==> src/rtl/dfilter_evt_ctrl.sv <==
// dfilter_evt_ctrl: register front-end and event controller for a bank of
// CH digital input filters sharing one refclk divider.
//   clk, rst_n              : clock, synchronous active-low reset
//   addr/we/wdata/re        : register write/read port (word address 0..7)
//   rdata/rvalid            : read data, one cycle after re (rdata 0 otherwise)
//   pol, flt_rise_st,
//   flt_fall_st, ref_st     : registered configuration to the filters/divider
//   data_flt                : live filter levels (LEVEL register)
//   act_edge/inact_edge     : per-channel edge pulses from the filters
//   irq                     : registered level interrupt, |(STATUS & IE)
module dfilter_evt_ctrl #(
  parameter int unsigned CH   = 4,
  parameter int unsigned BW   = 8,
  parameter int unsigned HOLD = 4
) (
  input  logic          clk,
  input  logic          rst_n,
  input  logic [2:0]    addr,
  input  logic          we,
  input  logic [31:0]   wdata,
  input  logic          re,
  output logic [31:0]   rdata,
  output logic          rvalid,
  output logic [CH-1:0] pol,
  output logic [BW-1:0] flt_rise_st,
  output logic [BW-1:0] flt_fall_st,
  output logic [2:0]    ref_st,
  input  logic [CH-1:0] data_flt,
  input  logic [CH-1:0] act_edge,
  input  logic [CH-1:0] inact_edge,
  output logic          irq
);

  localparam int unsigned CW = (HOLD > 1) ? $clog2(HOLD) : 1;
  localparam int unsigned PW = $clog2(2 * CH + 1);
  localparam logic [CW-1:0] HOLD_LOAD = CW'(HOLD - 1);

  typedef enum logic [1:0] {S_DISABLED, S_HOLD, S_ARMED} state_e;

  state_e        state_q, state_d;
  logic [CW-1:0] hcnt_q, hcnt_d;
  logic          en_q, en_d;
  logic [2:0]    ref_q, ref_d;
  logic [CH-1:0] pol_q, pol_d;
  logic [BW-1:0] rise_q, rise_d;
  logic [BW-1:0] fall_q, fall_d;
  logic [CH-1:0] ie_act_q, ie_act_d;
  logic [CH-1:0] ie_inact_q, ie_inact_d;
  logic [CH-1:0] st_act_q, st_act_d;
  logic [CH-1:0] st_inact_q, st_inact_d;
  logic [15:0]   evt_q, evt_d;
  logic [31:0]   rdata_q, rdata_d;
  logic          rvalid_q, rvalid_d;
  logic          irq_q, irq_d;

  logic          wr_ctrl, wr_pol, wr_rise, wr_fall, wr_ie, wr_stat, wr_evt, cfg_wr;
  logic          armed;
  logic [CH-1:0] acc_act, acc_inact;
  logic [PW-1:0] n_evt;
  logic [16:0]   evt_sum;
  logic [31:0]   rd_word;
  logic          unused_wdata;

  assign wr_ctrl = we && (addr == 3'd0);
  assign wr_pol  = we && (addr == 3'd1);
  assign wr_rise = we && (addr == 3'd2);
  assign wr_fall = we && (addr == 3'd3);
  assign wr_ie   = we && (addr == 3'd4);
  assign wr_stat = we && (addr == 3'd5);
  assign wr_evt  = we && (addr == 3'd7);
  assign cfg_wr  = we && !addr[2];
  assign unused_wdata = ^wdata;

  // Mode FSM: any config write while enabled restarts the masking window
  always_comb begin
    state_d = state_q;
    hcnt_d  = hcnt_q;
    case (state_q)
      S_HOLD: begin
        if (hcnt_q == '0) state_d = S_ARMED;
        else              hcnt_d  = hcnt_q - CW'(1);
      end
      default: ;
    endcase
    if (wr_ctrl && !wdata[0]) begin
      state_d = S_DISABLED;
    end else if (cfg_wr && (wr_ctrl || en_q)) begin
      state_d = S_HOLD;
      hcnt_d  = HOLD_LOAD;
    end
  end

  // Edge pulses only count while armed
  assign armed     = (state_q == S_ARMED);
  assign acc_act   = armed ? act_edge   : '0;
  assign acc_inact = armed ? inact_edge : '0;

  always_comb begin
    n_evt = '0;
    for (int i = 0; i < CH; i++) begin
      n_evt = n_evt + PW'(acc_act[i]) + PW'(acc_inact[i]);
    end
  end

  // Clear-write zeroes the base so the same cycle's events are still counted
  assign evt_sum = 17'(wr_evt ? 16'h0000 : evt_q) + 17'(n_evt);

  // Register file next-state; new sets win over a same-cycle W1C
  always_comb begin
    en_d       = wr_ctrl ? wdata[0]          : en_q;
    ref_d      = wr_ctrl ? wdata[10:8]       : ref_q;
    pol_d      = wr_pol  ? wdata[CH-1:0]     : pol_q;
    rise_d     = wr_rise ? wdata[BW-1:0]     : rise_q;
    fall_d     = wr_fall ? wdata[BW-1:0]     : fall_q;
    ie_act_d   = wr_ie   ? wdata[CH-1:0]     : ie_act_q;
    ie_inact_d = wr_ie   ? wdata[16 +: CH]   : ie_inact_q;
    st_act_d   = (st_act_q   & ~(wr_stat ? wdata[CH-1:0]   : '0)) | acc_act;
    st_inact_d = (st_inact_q & ~(wr_stat ? wdata[16 +: CH] : '0)) | acc_inact;
    evt_d      = evt_sum[16] ? 16'hFFFF : evt_sum[15:0];
    irq_d      = |{st_act_q & ie_act_q, st_inact_q & ie_inact_q};
  end

  // Read mux sees pre-write register values
  always_comb begin
    rd_word = '0;
    case (addr)
      3'd0: begin
        rd_word[0]    = en_q;
        rd_word[10:8] = ref_q;
      end
      3'd1: rd_word[CH-1:0]   = pol_q;
      3'd2: rd_word[BW-1:0]   = rise_q;
      3'd3: rd_word[BW-1:0]   = fall_q;
      3'd4: begin
        rd_word[CH-1:0]   = ie_act_q;
        rd_word[16 +: CH] = ie_inact_q;
      end
      3'd5: begin
        rd_word[CH-1:0]   = st_act_q;
        rd_word[16 +: CH] = st_inact_q;
      end
      3'd6: rd_word[CH-1:0]   = data_flt;
      default: rd_word[15:0]  = evt_q;
    endcase
    rdata_d  = re ? rd_word : '0;
    rvalid_d = re;
  end

  always_ff @(posedge clk) begin
    if (!rst_n) begin
      state_q    <= S_DISABLED;
      hcnt_q     <= '0;
      en_q       <= 1'b0;
      ref_q      <= 3'h2;
      pol_q      <= '1;
      rise_q     <= BW'(8'h08);
      fall_q     <= BW'(8'h08);
      ie_act_q   <= '0;
      ie_inact_q <= '0;
      st_act_q   <= '0;
      st_inact_q <= '0;
      evt_q      <= '0;
      rdata_q    <= '0;
      rvalid_q   <= 1'b0;
      irq_q      <= 1'b0;
    end else begin
      state_q    <= state_d;
      hcnt_q     <= hcnt_d;
      en_q       <= en_d;
      ref_q      <= ref_d;
      pol_q      <= pol_d;
      rise_q     <= rise_d;
      fall_q     <= fall_d;
      ie_act_q   <= ie_act_d;
      ie_inact_q <= ie_inact_d;
      st_act_q   <= st_act_d;
      st_inact_q <= st_inact_d;
      evt_q      <= evt_d;
      rdata_q    <= rdata_d;
      rvalid_q   <= rvalid_d;
      irq_q      <= irq_d;
    end
  end

  assign rdata       = rdata_q;
  assign rvalid      = rvalid_q;
  assign pol         = pol_q;
  assign flt_rise_st = rise_q;
  assign flt_fall_st = fall_q;
  assign ref_st      = ref_q;
  assign irq         = irq_q;

endmodule
==> config.mk <==
export PLATFORM = sky130hd
export DESIGN_NAME = dfilter_evt_ctrl
export DESIGN_NICKNAME = d
export VERILOG_FILES = /design/src/rtl/dfilter_evt_ctrl.sv
export SDC_FILE = /design/constraint.sdc
export NUM_CORES = 1
export LEC_CHECK = 0
export CAP_MARGIN = 20
export CORE_MARGIN = 2
export CORE_UTILIZATION = 30
export CTS_CLUSTER_SIZE = 10
export DETAILED_ROUTE_END_ITERATION = 12
export PLACE_DENSITY_LB_ADDON = 0.08
export SLEW_MARGIN = 20
export SYNTH_ARGS = -nofsm -noshare
export SYNTH_HDL_FRONTEND = slang
export SYNTH_SLANG_ARGS = --single-unit
==> constraint.sdc <==
create_clock -name clk -period 11.9 [get_ports clk]
set_clock_uncertainty 0.2 [all_clocks]
set_input_delay 1.19 -clock clk [delete_from_list [all_inputs] [get_ports clk]]
set_output_delay 1.19 -clock clk [all_outputs]
set_load 0.05 [all_outputs]
==> results.py <==
metrics = {
    "synth": {
        "yosysSeqAreaShare_pct": 43.14,
        "avgSynthCellArea_um2": 8.647,
        "yosys.cell_count.top_type": "nand2_1",
        "synthFlopType": "dfxtp_1",
        "yosysWarningCount": 0,
        "synth_top_cell_by_area": "dfxtp_1",
        "synth_cell_types": 54,
        "synth_area_um2": 3805,
        "yosys-top-cells-count": "nand2_1, dfxtp_1, a21oi_1",
        "synthArstFlopShare_pct": 0,
        "synth-edff-count": 0,
        "synth_cells": 440,
        "ys_ff_latch": 82,
        "synth_top_cell_area_share_pct": 43.14,
        "synth_area_leaders": "dfxtp_1, nand2_1, a21oi_1",
    },
    "timing": {
        "final_hold_viol_count": 0,
        "rsz0062_at_grt": "no",
        "fin_crit_sh_pct": 50.25,
        "min_period_ns": 5.980,
        "slew_violations": 0,
        "setup_ws_ns": 5.920,
        "fin_tns_setup_ns": 0,
        "finalSetupViolCount": 0,
        "timing_worst_slew_pin_value_ns": 0.9811,
        "holdWs_ns": 0.2714,
        "slew_headroom_pct": 34.39,
        "fmax_ghz": 0.1672,
    },
    "clock_tree": {
        "cts_htree_levels": 3,
        "clk_pin_slew_ns": 0.06,
        "max-clock-path-buffers": 2,
        "cts_tree": "built",
        "cts_hold_buffers": 0,
        "clock_latency_ns": 0.34,
        "postCtsSetupRepairBufs": 0,
        "cts.sinks": 82,
        "clockRootBuffer": "clkbuf_16",
        "cts_resized": 0,
        "cts_buffers": 9,
    },
    "worst_setup_path": {
        "cp_cell_sequence": "clkdlybuf4s50_1 -> nand4_1 -> nand2_1 -> fa_1 -> inv_1 -> fa_1 -> fa_1 -> fa_1 -> nand3_1 -> nand2_1 -> and3_2 -> nand3_4 -> a31oi_1",
        "crit_path_frequent_cell": "fa_1",
        "crit_path_max_incr_delay_ns": 1.11,
        "path_max_fanout": 24,
        "slowest_stage": "clkdlybuf4s50_1",
        "crit_type": "in -> reg",
        "cp_top_family": "adder cells",
        "startpoint_type": "primary input",
        "crit_required_ns": 11.92,
        "path_buf_inv": 2,
        "crit_arrival_ns": 6.00,
        "endpoint_kind": "flip-flop",
    },
    "power": {
        "max-vdd-ir-drop_v": 0.00007011,
        "p_per_area_nw_per_um2": 127.1,
        "leakage_nw": 1.864,
    },
    "cells_and_area": {
        "antennaDiodeCount": 0,
        "fin_util_pct": 39.33,
        "final_cell_area_um2": 4923,
        "syn2layout_area_growth_pct": 29.40,
        "drive_gt1_share_pct": 6.576,
        "fin_nets": 574,
    },
    "floorplanning": {
        "die_y_um": 116.6,
        "io_pins": 108,
        "coreArea_um2": 12520,
        "die_area_um2": 13600,
        "initial_core_util_pct": 30.40,
        "die_x_um": 116.6,
        "rows": 41,
    },
    "global_route": {
        "grt_pass1_wl_mm": 16.81,
        "grtUsageTotal_pct": 16.65,
        "grt_max_degree": 35,
        "grt_pass1_vias": 3145,
        "grt-ovfl-total": 0,
        "antenna_found_initial": 0,
    },
    "placement": {
        "port_buffers": 78,
        "dp_hpwl_mm": 7.680,
        "dpl-instance-area_um2": 4631,
        "place.gp.congestion": 0.7694,
        "pre_cts_slack_ns": 5.466,
    },
    "drt": {
        "route.detailed.drc": 0,
        "wl_per_cell_um": 15.45,
        "ant_nets": 0,
        "vias": 3193,
        "via_per_inst": 4.634,
        "drt-initial-drc-count": 158,
        "routed_wl_mm": 10.64,
        "drt-pass1-iter-count": 4,
    },
    "hold_path": {
        "min_path_type": "reg -> reg",
    },
    "job": {
        "cap_violations": 0,
    },
    "outcome": {
        "outcome": "complete, no violations",
    },
}
[stage by stage]
step | power [W] | instances
finish | 0.0006257 | 689
detailed placement | 0.0003602 | 673
floorplan | 0.0003371 | 451
CTS | 0.0006362 | 689
global placement | 0.0003601 | 673
global route | 0.0006505 | 689
[path summary, 6_finish.rpt]
check	startpoint	end	slack, ns	cells after the start
worst max register to register	state_q[1]	evt_q[9]	7.17	14
worst max-delay path	addr[1]	evt_q[9]	5.92	13
worst min-delay path	ie_inact_q[2]	ie_inact_q[2]	0.27	2
worst min register to register	ie_inact_q[2]	ie_inact_q[2]	0.27	2
[layout by cell type (no fill, tap or decap), types with 6 or more instances in the layout]
master and count:
a21oi_1 49, a22oi_1 7, and2_1 7, and3_1 8, clkbuf_16 9, clkdlybuf4s50_1 78
conb_1 12, dfxtp_1 82, ha_1 6, inv_1 13, mux2i_1 14, nand2_1 83
nand3_1 13, nor2_1 36, o21ai_0 16, xor2_1 8
[cell families after synthesis]
kind of cell | Yosys count | share of synthesized area, %
other | 1 | 0.09856
muxes | 16 | 4.571
buffers and inverters | 44 | 7.432
and+or+nand+nor | 179 | 22.82
xor gates and xnor gates | 10 | 2.302
adders and majority gates | 11 | 4.604
AOI/OAI and AO/OA | 97 | 15.03
DFF | 82 | 43.14
[layer usage]
layer / GRT usage [%] / up-vias / part of all wire [%]
met5: 0 / - / 0
met4: 6.667 / 0 / 1.4
met3: 4.826 / 10 / 4.9
met2: 26.47 / 78 / 47
met1: 21.34 / 1480 / 46
li1: - / 1625 / -
[report_power, final]
| part | internal (W) | switching [W] |
|---|---|---|
| sequential | 0.000280 | 0.00000351 |
| combinational | 0.0000245 | 0.0000457 |
| clock | 0.000159 | 0.000113 |
| total | 0.000463 | 0.000163 |
[layout make-up]
| type | instances | area (um2) |
|---|---|---|
| repair buffers | 81 | 803.3 |
| multi-input cells | 325 | 1922 |
| clock buffers | 13 | 270.3 |
| clock inverters | 3 | 22.52 |
| inverters | 13 | 48.80 |
| flip-flops and latches | 82 | 1642 |
| well taps | 172 | 215.2 |
| fillers | 1326 | 7594 |
[registers in the layout, summed over array words and instances (netlist names)]
| register | flops |
|---|---|
| rdata | 20 |
| evt_q | 16 |
| flt_fall_st | 8 |
| flt_rise_st | 8 |
| ie_act_q | 4 |
| ie_inact_q | 4 |
| pol | 4 |
| st_act_q | 4 |
| st_inact_q | 4 |
| ref_st | 3 |
| hcnt_q | 2 |
| state_q | 2 |
| en_q | 1 |
| irq | 1 |
| rvalid | 1 |
[worst reg2reg max path: cells and delay by family (launching register included)]
| kind | cells | cell delay, ns |
|---|---|---|
| DFF | 1 | 0.38 |
| buffers and inverters | 2 | 0.13 |
| adders and majority gates | 5 | 2.49 |
| AOI/OAI and AO/OA | 1 | 0.09 |
| and+or+nand+nor | 6 | 1.33 |
Power figures use the tool's default switching activity.
